## src/rtl/dcro_freq_meter.sv

```systemverilog
// Gated edge counter for the divided DCRO output: counts synchronised osc_in
// rising edges over a programmable window of clk cycles and reports a saturating count.
module dcro_freq_meter #(
  parameter int GATE_W      = 16,
  parameter int CNT_W       = 24,
  parameter int SYNC_STAGES = 2
) (
  input  logic              clk,
  input  logic              rst,
  input  logic              start,
  input  logic [GATE_W-1:0] gate_cycles,
  input  logic              osc_in,
  output logic              busy,
  output logic              done,
  output logic [CNT_W-1:0]  count,
  output logic              overflow,
  output logic [1:0]        state_dbg
);

  // Handshake: start is a request sampled only while busy=0; while busy=1 it is
  // dropped, not queued. done is a single-cycle strobe and count/overflow are
  // valid from that cycle until the next done.

  typedef enum logic [1:0] {
    IDLE = 2'd0,
    SYNC = 2'd1,
    GATE = 2'd2,
    DONE = 2'd3
  } state_t;

  localparam logic [GATE_W-1:0] SYNC_LAST = GATE_W'(SYNC_STAGES);
  localparam logic [CNT_W-1:0]  CNT_MAX   = {CNT_W{1'b1}};

  state_t             state, state_nxt;
  logic [SYNC_STAGES-1:0] sync_q;
  logic               hist_q;
  logic               edge_det;
  logic [GATE_W-1:0]  gate_q;
  logic [GATE_W-1:0]  phase_q;
  logic [GATE_W-1:0]  gate_last;
  logic [CNT_W-1:0]   work_q, work_d;
  logic               ovf_q, ovf_d;
  logic               load_result;

  // Synchroniser and edge history run in every state so the SYNC phase only
  // has to flush stale history, never wait for the chain to fill.
  always_ff @(posedge clk) begin
    if (rst) begin
      sync_q <= '0;
      hist_q <= 1'b0;
    end else begin
      sync_q <= {sync_q[SYNC_STAGES-2:0], osc_in};
      hist_q <= sync_q[SYNC_STAGES-1];
    end
  end

  assign edge_det  = sync_q[SYNC_STAGES-1] & ~hist_q;
  assign gate_last = gate_q - GATE_W'(1);

  always_comb begin
    state_nxt = state;
    work_d    = work_q;
    ovf_d     = ovf_q;
    case (state)
      IDLE: begin
        if (start) state_nxt = SYNC;
      end
      SYNC: begin
        if (phase_q == SYNC_LAST) state_nxt = (gate_q == '0) ? DONE : GATE;
      end
      GATE: begin
        if (edge_det) begin
          if (work_q == CNT_MAX) ovf_d = 1'b1;
          else                   work_d = work_q + CNT_W'(1);
        end
        if (phase_q == gate_last) state_nxt = DONE;
      end
      DONE: begin
        state_nxt = IDLE;
      end
      default: begin
        state_nxt = IDLE;
      end
    endcase
  end

  // Results are registered on entry to DONE so they are already valid while done=1.
  assign load_result = (state_nxt == DONE) && (state != DONE);

  always_ff @(posedge clk) begin
    if (rst) begin
      state    <= IDLE;
      phase_q  <= '0;
      gate_q   <= '0;
      work_q   <= '0;
      ovf_q    <= 1'b0;
      count    <= '0;
      overflow <= 1'b0;
    end else begin
      state  <= state_nxt;
      work_q <= work_d;
      ovf_q  <= ovf_d;
      if ((state_nxt != state) || (state == IDLE)) phase_q <= '0;
      else                                         phase_q <= phase_q + GATE_W'(1);
      if ((state == IDLE) && start) begin
        gate_q <= gate_cycles;
        work_q <= '0;
        ovf_q  <= 1'b0;
      end
      if (load_result) begin
        count    <= work_d;
        overflow <= ovf_d;
      end
    end
  end

  assign busy      = (state != IDLE);
  assign done      = (state == DONE);
  assign state_dbg = state;

endmodule

```

## config.mk

```make
export PLATFORM = sky130hd
export DESIGN_NAME = dcro_freq_meter
export DESIGN_NICKNAME = d
export VERILOG_FILES = /design/src/rtl/dcro_freq_meter.sv
export SDC_FILE = /design/constraint.sdc
export NUM_CORES = 1
export LEC_CHECK = 0
export ABC_AREA = 0
export CAP_MARGIN = 30
export CORE_ASPECT_RATIO = 0.75
export CORE_UTILIZATION = 55
export DETAILED_ROUTE_END_ITERATION = 16
export PLACE_DENSITY = 0.85
export REMOVE_ABC_BUFFERS = 1
export SLEW_MARGIN = 10
export SYNTH_ARGS = -nofsm -noshare
export SYNTH_HDL_FRONTEND = slang
export SYNTH_SLANG_ARGS = --single-unit
```

## constraint.sdc

```tcl
create_clock -name clk -period 3.9 [get_ports clk]
set_input_delay 1.17 -clock clk [delete_from_list [all_inputs] [get_ports clk]]
set_output_delay 1.17 -clock clk [all_outputs]
set_load 0.02 [all_outputs]
```

Word-level counts from Yosys, hierarchy flattened
Cells that the tools add are included.

operators by class
  $add $sub $neg = 3
  mux-type cells = 11
  eq/ne operators = 9
  reduce and logical (&&, ||, !) cells = 8
  bitwise logic cells = 2

operator list
  cell                                                                    count
  24-bit two-way mux                                                      3
  24-bit by 1-bit adder with 24-bit output, second input constant         1
  24-bit equality test, second input constant                             1
  16-bit by 1-bit adder with 16-bit output, second input constant         1
  16-bit equality test                                                    1
  16-bit by 2-bit equality test with 1-bit output, second input constant  1
  16-bit zero test                                                        1
  16-bit by 1-bit subtractor with 16-bit output, second input constant    1
  2-bit case mux with 4 select lines                                      1
  2-bit equality test, second input constant                              3
  2-bit two-way mux                                                       3
  1-bit two-way mux                                                       4
  2-bit OR reduction                                                      2
  2-bit by 1-bit equality test with 1-bit output, second input constant   1
  1-bit logical AND                                                       2
  2-bit zero test                                                         1
  2-bit != test                                                           1
  2-bit != test, second input constant                                    1
  2-bit nonzero test                                                      1
  1-bit AND                                                               1
  1-bit logical OR                                                        1
  1-bit NOT                                                               1

storage, ports and cells
  logic and storage cells = 42
  input bits = 20
  output and inout bits = 29
  register bits after elaboration = 87

Longest topological paths before layout
Gate-level depths: netlist of the first run.

  word-level depth = 7
  mapped depth = 12
  depth with buffers taken out = 10

Least setup slack after synthesis of the first run
OpenSTA, ideal clock, no wires.

  path kind = reg2reg
  start = register gate_q[0]
  end = register phase_q[0]
  setup slack = 740 ps
  clock period less this slack = 3,160 ps
  buffers on the path = 2
  stages on the path, launching flop included = 11
  required time = 3,776 ps
  arrival time = 3,036 ps
  library setup time = 124 ps
  cells stage by stage = dfxtp_1 buf_6 or4_4 or4b_1 a2111oi_2 nand4_1 or3_4 o311a_1 o21bai_2 buf_4 nor2_1

on the way
  longest elaborated chain between the ends = 7
  elaborated cells between the ends (all ways) = 10
  those cells by class = add/sub (1); eq/ne (2); mux (4); reduce/logical (3)

RTL lines
  what                                                                                      line    source
  from (decl)                                                                               38      logic [GATE_W-1:0] gate_q;
  from (signal assigned)                                                                    106     gate_q <= gate_cycles;
  16-bit by 1-bit subtractor with 16-bit output / 16-bit zero test (equally long branches)  58, 69
  16-bit equality test / 1-bit two-way mux (equally long branches)                          76, 69
  2-bit two-way mux (on tied branches)                                                      76, 69
  2-bit case mux with 4 select lines *                                                      64      case (state)
  2-bit != test *                                                                           103     if ((state_nxt != state) || (state == IDLE)) phase_q <= '0;
  1-bit logical OR *                                                                        103
  2-bit OR reduction (no line) *                                                            -
  to (signal assigned)                                                                      104     else phase_q <= phase_q + GATE_W'(1);
  to (decl)                                                                                 39      logic [GATE_W-1:0] phase_q;

Mark *: on every way between the ends. The rest lies on a longest branch, timed or not.
A chain may end at the register's enable or synchronous reset.

Final worst setup path of the first run
  start = register gate_q[0]
  end = register count[20]

on the way
  longest elaborated chain between the ends = 6
  elaborated cells between the ends (all ways) = 9
  those cells by class = add/sub (1); eq/ne (2); mux (4); reduce/logical (2)

RTL lines
  what                                                                                      line    source
  16-bit by 1-bit subtractor with 16-bit output / 16-bit zero test (equally long branches)  58, 69
  16-bit equality test / 1-bit two-way mux (equally long branches)                          76, 69
  2-bit two-way mux (on tied branches)                                                      76, 69
  2-bit case mux with 4 select lines *                                                      64
  2-bit equality test *                                                                     88      assign load_result = (state_nxt == DONE) && (state != DONE);
  1-bit logical AND *                                                                       88
  to (signal assigned)                                                                      111     count <= work_d;
  to (decl)                                                                                 15      output logic [CNT_W-1:0] count,

Marks and branches as above.

==> run summary, run 1 <==
The worst hold path belongs to the class register to register. During synthesis, Yosys emitted a total of 0 warnings. The first global-routing pass estimated 15,500 um of wire. The tools report the overall routing resource usage as 0.255.

Sink of the worst hold path: sync_q[1]$_SDFF_PP0_. For the routability congestion estimate, the log shows 0.858. STA classifies the critical path endpoint as a register. The clock drives 87 sinks.

The critical path buffer and inverter count works out to 1. Post-CTS repair changed the size of 0 cells. Number of global-route vias before repair: 3,289. The count of nets left with antenna violations once routing finished came out at 0.

In this run the worst path has a maximum fanout of 51. Timing would allow up to 296 MHz. The number of cells on the worst hold path was 1; the worst-case headroom to the max-slew limit was 0.510. The full die area is 7810 sq um, and the total negative setup slack is 0 ps.

Top cell type's share of synthesized area: 0.425. The longest clock path from root to sink contains 2 buffers. STA classifies the critical path startpoint as a register.

The post-route clock period utilization was 0.867; the maximum VDD drop was 285 uV. The max-slew violation total from the final report is 0. The run gives 4100 sq um as the total standard cell area after synthesis. Entering global routing, the biggest net connects 52 pins. The fraction of the yosys area taken by sequential cells was 0.425.

The via count normalized by instance count is 5.82, and the initial cell density of the core is 0.587. The kind of cell with the highest combined delay along the critical path is simple AND/OR/NAND/NOR gates. Clock latency on the worst-skew pair, taken at its later pin, is 360 ps.

Setup repair after global routing left no endpoint under its margin. The commonest cells after synthesis are dfxtp_1, nor2_1, nand2_1. The power share of the sequential group came out at 0.531. Async set or reset register ratio after synthesis: 0. In this run the register-to-register setup slack is 520 ps. The post-synthesis share of cell area spent on full adders, half adders and majority gates was 0.0122; the setup fix buffers added after clock tree synthesis was 0. In this run, post-CTS hold repair placed 0 buffers.

The logic gate share of total power is 0.109. The total area inside the core boundary comes to 6990 sq um. The height of the die works out to 76.8 um. The worst reg2reg path startpoint was gate_q[0]$_SDFFE_PP0P_. The synthesized design contains 0 enable-type register cells.

Clock buffer count from CTS: 9. Compared with the post-synthesis result, the final layout area differs by 17.7%. The overall die width was 102 um; the post-route clock skew was 9.43 ps.

The sum of internal, switching and leakage power is 1.74 mW. The internal power of the cells totals 1.29 mW. After detailed routing, the number of remaining DRC violations is 0. The H-tree was split into 3 levels. The first TritonRoute pass finished after 5 iterations.

Counting every instance in the synthesized netlist gives 473. The tools report the final count of hold timing violations as 0. The xor/xnor share of the synthesized area works out to 0.113. Of all cell types, the one taking the most synthesized area is dfxtp_1. During placement, the flow inserted port buffers numbering 48. The fraction of layout instances using a drive strength above 1 was 0.0741. The critical path is of the register to register type.

The number of storage elements in the synthesis netlist is 87. The detailed router finished its first iteration with 309 violations. For the data arrival at the endpoint of the critical path, the log shows 3660 ps. Final critical-path required period: 3380 ps.

The share of cell area taken by muxes after synthesis is 0.00244. The logs give 4180 ps for the required time at the endpoint of the critical path and 0 for the final global-route overflow total. The clock network fraction of total power was 0.361.

The largest individual stage delay along the critical path comes from the cell or4_4. By area the synthesized netlist is led by dfxtp_1, xor2_1, nor2_1. For this run, the slowest stage of the critical path takes 560 ps. The cell at the root of the clock tree was clkbuf_8.

After floorplanning, the core was divided into 26 placement rows. After synthesis, the largest family of logic cells by area is simple AND/OR/NAND/NOR gates. The power density relative to cell area works out to 361 nW/um^2.

The initial antenna violation count was 0. The number of antenna diodes in the final layout is 0. The I/O pin total was 49. Setup violations remaining at the end of the flow were counted as 0. At the pin with the least slew margin, the transition time is 728 ps.

The flow ran to the end, and the final reports show no timing, DRC or antenna violations. The cell leakage power is 1.59 nW, and the simple-gate area share of the yosys netlist is 0.237. The total net switching power is 450 uW, and the net switching share of the total power is 0.259.

In the synthesized netlist the dominant register cell turns out to be dfxtp_1. Measured in cells, the most critical reg-to-reg path has a length of 9. The endpoint identified for the worst register-to-register timing path is count[20]$_SDFFE_PP0P_. The complex-gate fraction of the synthesized area was 0.166. The critical path goes through or4_4, or4b_1, a2111oi_2, nand4_1, or3_4, o32ai_4, buf_12, a21oi_1, a311oi_2. dfxtp_1 is the most common cell in the netlist. TritonCTS built the clock tree. For the final wirelength, the log shows 9420 um. In this run the most critical hold path is launched from sync_q[0]$_SDFF_PP0_.

For the count of vias placed by the detailed router, the log shows 3,557. Dividing the detail-routed wire length by the instance count gives 15.4 um. Across the run, the number of max-cap violations was 0. The mean instance size in the synthesized netlist is 8.67 sq um. After filler insertion, the fill cell instance count of the layout stands at 554.

The CTS clock-pin slew for the worst setup and hold paths was 80 ps; the final HPWL from detailed placement was 6530 um. For this run, the post-layout net count is 534. The number of different library cells used by synthesis comes to 51.
routing by layer:
| layer | global-route usage | wire, um |
|---|---|---|
| met1 | 0.354 | 4250 |
| met2 | 0.385 | 4240 |
| met3 | 0.0638 | 784 |
| met4 | 0.0855 | 142 |
| met5 | 0 | 0 |
worst register-to-register path, stage by stage (launching register included):
cell       delay [ps]
dfxtp_1           380
or4_4             560
or4b_1            490
a2111oi_2         400
nand4_1           130
or3_4             410
o32ai_4           240
buf_12            270
a21oi_1           140
a311oi_2          260
cell families after synthesis:
family	after synthesis
xor+xnor	53
mux	1
flops	87
buf+inv	39
simple gates	199
compound gates	90
fa+ha+maj	4
cell type report:
| type | instances | area [sq um] | area share |
|---|---|---|---|
| clock buffer | 10 | 138 | 0.0285 |
| multi-input combinational | 347 | 2190 | 0.453 |
| sequential | 87 | 1740 | 0.361 |
| timing repair buffer | 56 | 548 | 0.114 |
| tap | 98 | 123 | 0.0254 |
| clock inverter | 4 | 55.1 | 0.0114 |
| inverter | 9 | 33.8 | 0.00700 |
registers in the layout, indices dropped and copies added, names as in the netlist, 2 cells and up:
| name | cells |
|---|---|
| count | 24 |
| work_q | 24 |
| gate_q | 16 |
| phase_q | 16 |
| state_dbg | 2 |
| sync_q | 2 |
layout by cell type, fill, tap and decap left out, types with 17 or more instances in the layout:
cell,instances
clkdlybuf4s50_1,47
dfxtp_1,87
nand3_1,29
xnor2_1,22
nand2_1,47
nor2_1,58
xor2_1,31
a21oi_1,42
a311oi_1,17
metrics by stage:
step	std cells	instance area, sq um	utilization	setup slack (ps)	hold slack, ps
global placement	597	4640	0.663	638	428
floorplan	443	3950	-	0.925	414
CTS	611	4830	0.690	507	475
detailed placement	597	4640	0.663	527	458
global route	611	4830	0.690	334	489
finish	611	4830	0.690	520	468
worst max-delay path by stage:
stage / to / cells past startpoint / slack (ps) / startpoint
floorplan: count[16]$_SDFFE_PP0P_ / 8 / 0.9 / gate_q[0]$_SDFFE_PP0P_
global placement: count[16]$_SDFFE_PP0P_ / 9 / 640 / gate_q[0]$_SDFFE_PP0P_
detailed placement: count[18]$_SDFFE_PP0P_ / 9 / 530 / gate_q[0]$_SDFFE_PP0P_
CTS: count[18]$_SDFFE_PP0P_ / 9 / 510 / gate_q[0]$_SDFFE_PP0P_
global route: count[17]$_SDFFE_PP0P_ / 9 / 330 / gate_q[0]$_SDFFE_PP0P_
finish: count[20]$_SDFFE_PP0P_ / 9 / 520 / gate_q[0]$_SDFFE_PP0P_
power by group through the flow:
stage	clock [mW]	combinational, mW	sequential, mW
detailed placement	0	0.186	0.944
global route	0.674	0.206	0.927
CTS	0.632	0.187	0.923
finish	0.628	0.189	0.924
global placement	0	0.180	0.943
floorplan	0	0.113	0.939
No activity file was read; power rests on OpenSTA's default activity.
==> run 2: changes to the inputs <==
clock period = 3.5 ns   (was 3.9 ns; I/O delays follow)
==> run 2 against run 1 <==
Compared with the run above: first-iteration DRC count grew 25%; wire length grew 12%; utilization grew 2.8 points; sequential power grew 11%; fmax shrank 1.9%; final cell count grew 2.1%.
==> run summary, run 2 (synthesized netlist as in run 1, its figures left out) <==
The net switching share of the total power came out at 0.256. The critical path depth is 10, and the maximum clock path buffer count is 2. TritonCTS built the clock tree. The count of vias placed by the detailed router came out at 3,702.

Kind of start point of the critical path: a register. The library cells used most frequently in the layout, excluding fill and tap cells, are dfxtp_1, nor2_1, nand2_1, clkdlybuf4s50_1, a21oi_1. The critical path goes through or4_4, or4b_1, a2111oi_2, nand4_1, or3_4, o32ai_4, buf_12, buf_4, clkbuf_16, a311oi_1.

The wire length per cell came out at 16.8 um. On the critical path the largest part of the delay comes from simple AND/OR/NAND/NOR gates. In the routed design, unresolved DRC markers number 0. Summed over all nets, the switching power comes to 531 uW. The post-route clock period utilization is 0.985, and the worst-case headroom to the max-slew limit is 0.536.

The largest registers in the layout are count (24), work_q (24). The worst setup path startpoint was gate_q[0]$_SDFFE_PP0P_. Initial antenna violation count: 0. Leaving out fill and tap cells, the most frequent cell in the layout is dfxtp_1. The fraction of layout instances using a drive strength above 1 is 0.101.

The startpoint identified for the worst register-to-register timing path is gate_q[0]$_SDFFE_PP0P_. At the pin with the least slew margin, the transition time is 691 ps. The number of hold buffers added after CTS was 0. For the worst setup path, the data required time is 3720 ps. For the overall routing resource usage, the log shows 0.258. The power density relative to cell area is 412 nW/um^2.

After layout, the minimum clock period comes to 3450 ps. From left edge to right edge, the die measures 102 um. In this run the worst hold path is classified as register to register. The clock network fraction of total power was 0.385; the final HPWL from detailed placement was 6780 um. Entering global routing, the biggest net connects 52 pins. The first global-routing pass estimated 15,800 um of wire. The floorplan step defined a core boundary enclosing 6990 sq um. Endpoint class of the critical path: a register. The max-slew violation total from the final report came out at 0.

For the clock net sink count, the log shows 87. The I/O pin total was 49; the achievable frequency was 290 MHz. The later pin in the worst-skew pair is clocked with a latency of 360 ps. The critical path buffer and inverter count is 3. In this run the static leakage power is 1.69 nW.

The power share of the sequential group came out at 0.496. The tools report the data arrival at the endpoint of the critical path as 3660 ps. The met3 demand-to-capacity share in global routing is 0.0665. Between clock sinks in the finished design, the worst skew comes to 12.3 ps.

The tools report the cell internal power dissipation as 1.54 mW. The repair_antennas step left the layout with diodes totalling 0. Clock buffer count from CTS: 9. The met2 usage is 0.391. The cell sitting at the root of the clock tree is a clkbuf_8.

In this run the tool buffered the top-level ports with 48 buffer cells. Routability-driven placement finished with a final weighted congestion of 0.858. The number of placed instances, taps included, is 602. The final layout net count is 545, and the final wirelength is 10,500 um. The capture instance of the worst register-to-register path was count[12]$_SDFFE_PP0P_.

The core occupancy in the finished layout came out at 0.718. Following the worst setup path forward leads to its endpoint at count[12]$_SDFFE_PP0P_. The logic gate share of total power came out at 0.119.

The floorplan has 26 rows. The setup check on the worst reg-to-reg path leaves a slack of 50 ps. For this block, the initial DRC count from the detailed router was 386.

The height of the die is 76.8 um, and the via count normalized by instance count is 5.93. On the worst path, the slowest cell contributes a delay of 560 ps. The initial cell density of the core is 0.587, and the number of detailed-routing iterations run before antenna repair is 5.

The number of global-route vias before repair is 3,372. After global routing, the most crowded layer is met2. Once layout is complete, the cells apart from fillers number 624. The CTS clock-pin slew for the worst setup and hold paths works out to 90 ps. The largest individual stage delay along the critical path comes from the cell or4_4. The critical-path maximum fanout was 25; the met1 track demand over resource was 0.350. The worst-case IR drop observed on VDD is 240 uV.

Final count of hold timing violations: 0. The tools report the remaining number of nets flagged by the antenna check after routing as 0. Path depth of the worst reg2reg path: 10. The critical path is of the register to register type. The count of maximum capacitance violations is 0. The flow ran to the end, and the final reports show no timing, DRC or antenna violations. The die covers 7810 sq um. The post-synthesis to final-layout area growth came out at 22.4%. The H-tree generated during clock tree synthesis spans 3 levels.

For this run the aggregate overflow at the end of global routing stands at 0. The tools report the number of endpoints failing setup at the final stage as 0.
-- run 2: changes by cell type in the layout (fill, tap and decap cells not counted), sizes merged --
cell and change:
buf +8, clkbuf +3, bufinv +1, inv +1
-- run 2: per-layer routing --
layer  vias up  part of all wire
li1       1766                 -
met1      1740              0.44
met2       180              0.47
met3        16             0.084
met4         0             0.013
met5         -                 0
-- run 2: cell type report --
| cell class | count | area, sq um |
|---|---|---|
| flip-flops and latches | 87 | 1740 |
| inverters | 9 | 33.8 |
| clock inverters | 6 | 90.1 |
| clock buffers | 10 | 138 |
| repair buffers | 67 | 699 |
| fillers | 515 | 1970 |
| well taps | 98 | 123 |
| multi-input cells | 347 | 2200 |
-- run 2: metrics by stage --
step | TNS (ps) | instance area (sq um) | total power, mW | setup slack, ps | hold slack [ps]
floorplan | -9400 | 3950 | 1.17 | -399 | 414
detailed placement | 0 | 4670 | 1.27 | 111 | 422
global route | -2350 | 5020 | 2.14 | -110 | 467
global placement | 0 | 4670 | 1.26 | 239 | 425
CTS | 0 | 4900 | 2.05 | 68.1 | 443
finish | 0 | 5020 | 2.07 | 53.8 | 445
-- run 2: what timing repair did --
item | in CTS | in global routing
setup buffers | 0 | 2
endpoints found under the hold margin | 0 | 0
endpoints found under the setup margin | 0 | 25
resized for setup | 0 | 2
-- run 2: power by group through the flow --
stage | combinational, mW | clock (mW) | sequential (mW)
after detailed placement | 0.216 | 0 | 1.05
final | 0.245 | 0.797 | 1.03
after global routing | 0.262 | 0.845 | 1.03
after CTS | 0.217 | 0.807 | 1.03
after global placement | 0.210 | 0 | 1.05
after floorplan | 0.126 | 0 | 1.05
-- run 2: worst min-delay path by stage --
stage                               startpoint              endpoint  slack (ps)  cells after the start
after detailed placement  sync_q[0]$_SDFF_PP0_  sync_q[1]$_SDFF_PP0_         420                      1
after global placement    sync_q[0]$_SDFF_PP0_  sync_q[1]$_SDFF_PP0_         420                      1
after floorplan           sync_q[0]$_SDFF_PP0_  sync_q[1]$_SDFF_PP0_         410                      1
after global routing      sync_q[0]$_SDFF_PP0_  sync_q[1]$_SDFF_PP0_         470                      1
final                     sync_q[0]$_SDFF_PP0_  sync_q[1]$_SDFF_PP0_         440                      1
after CTS                 sync_q[0]$_SDFF_PP0_  sync_q[1]$_SDFF_PP0_         440                      1
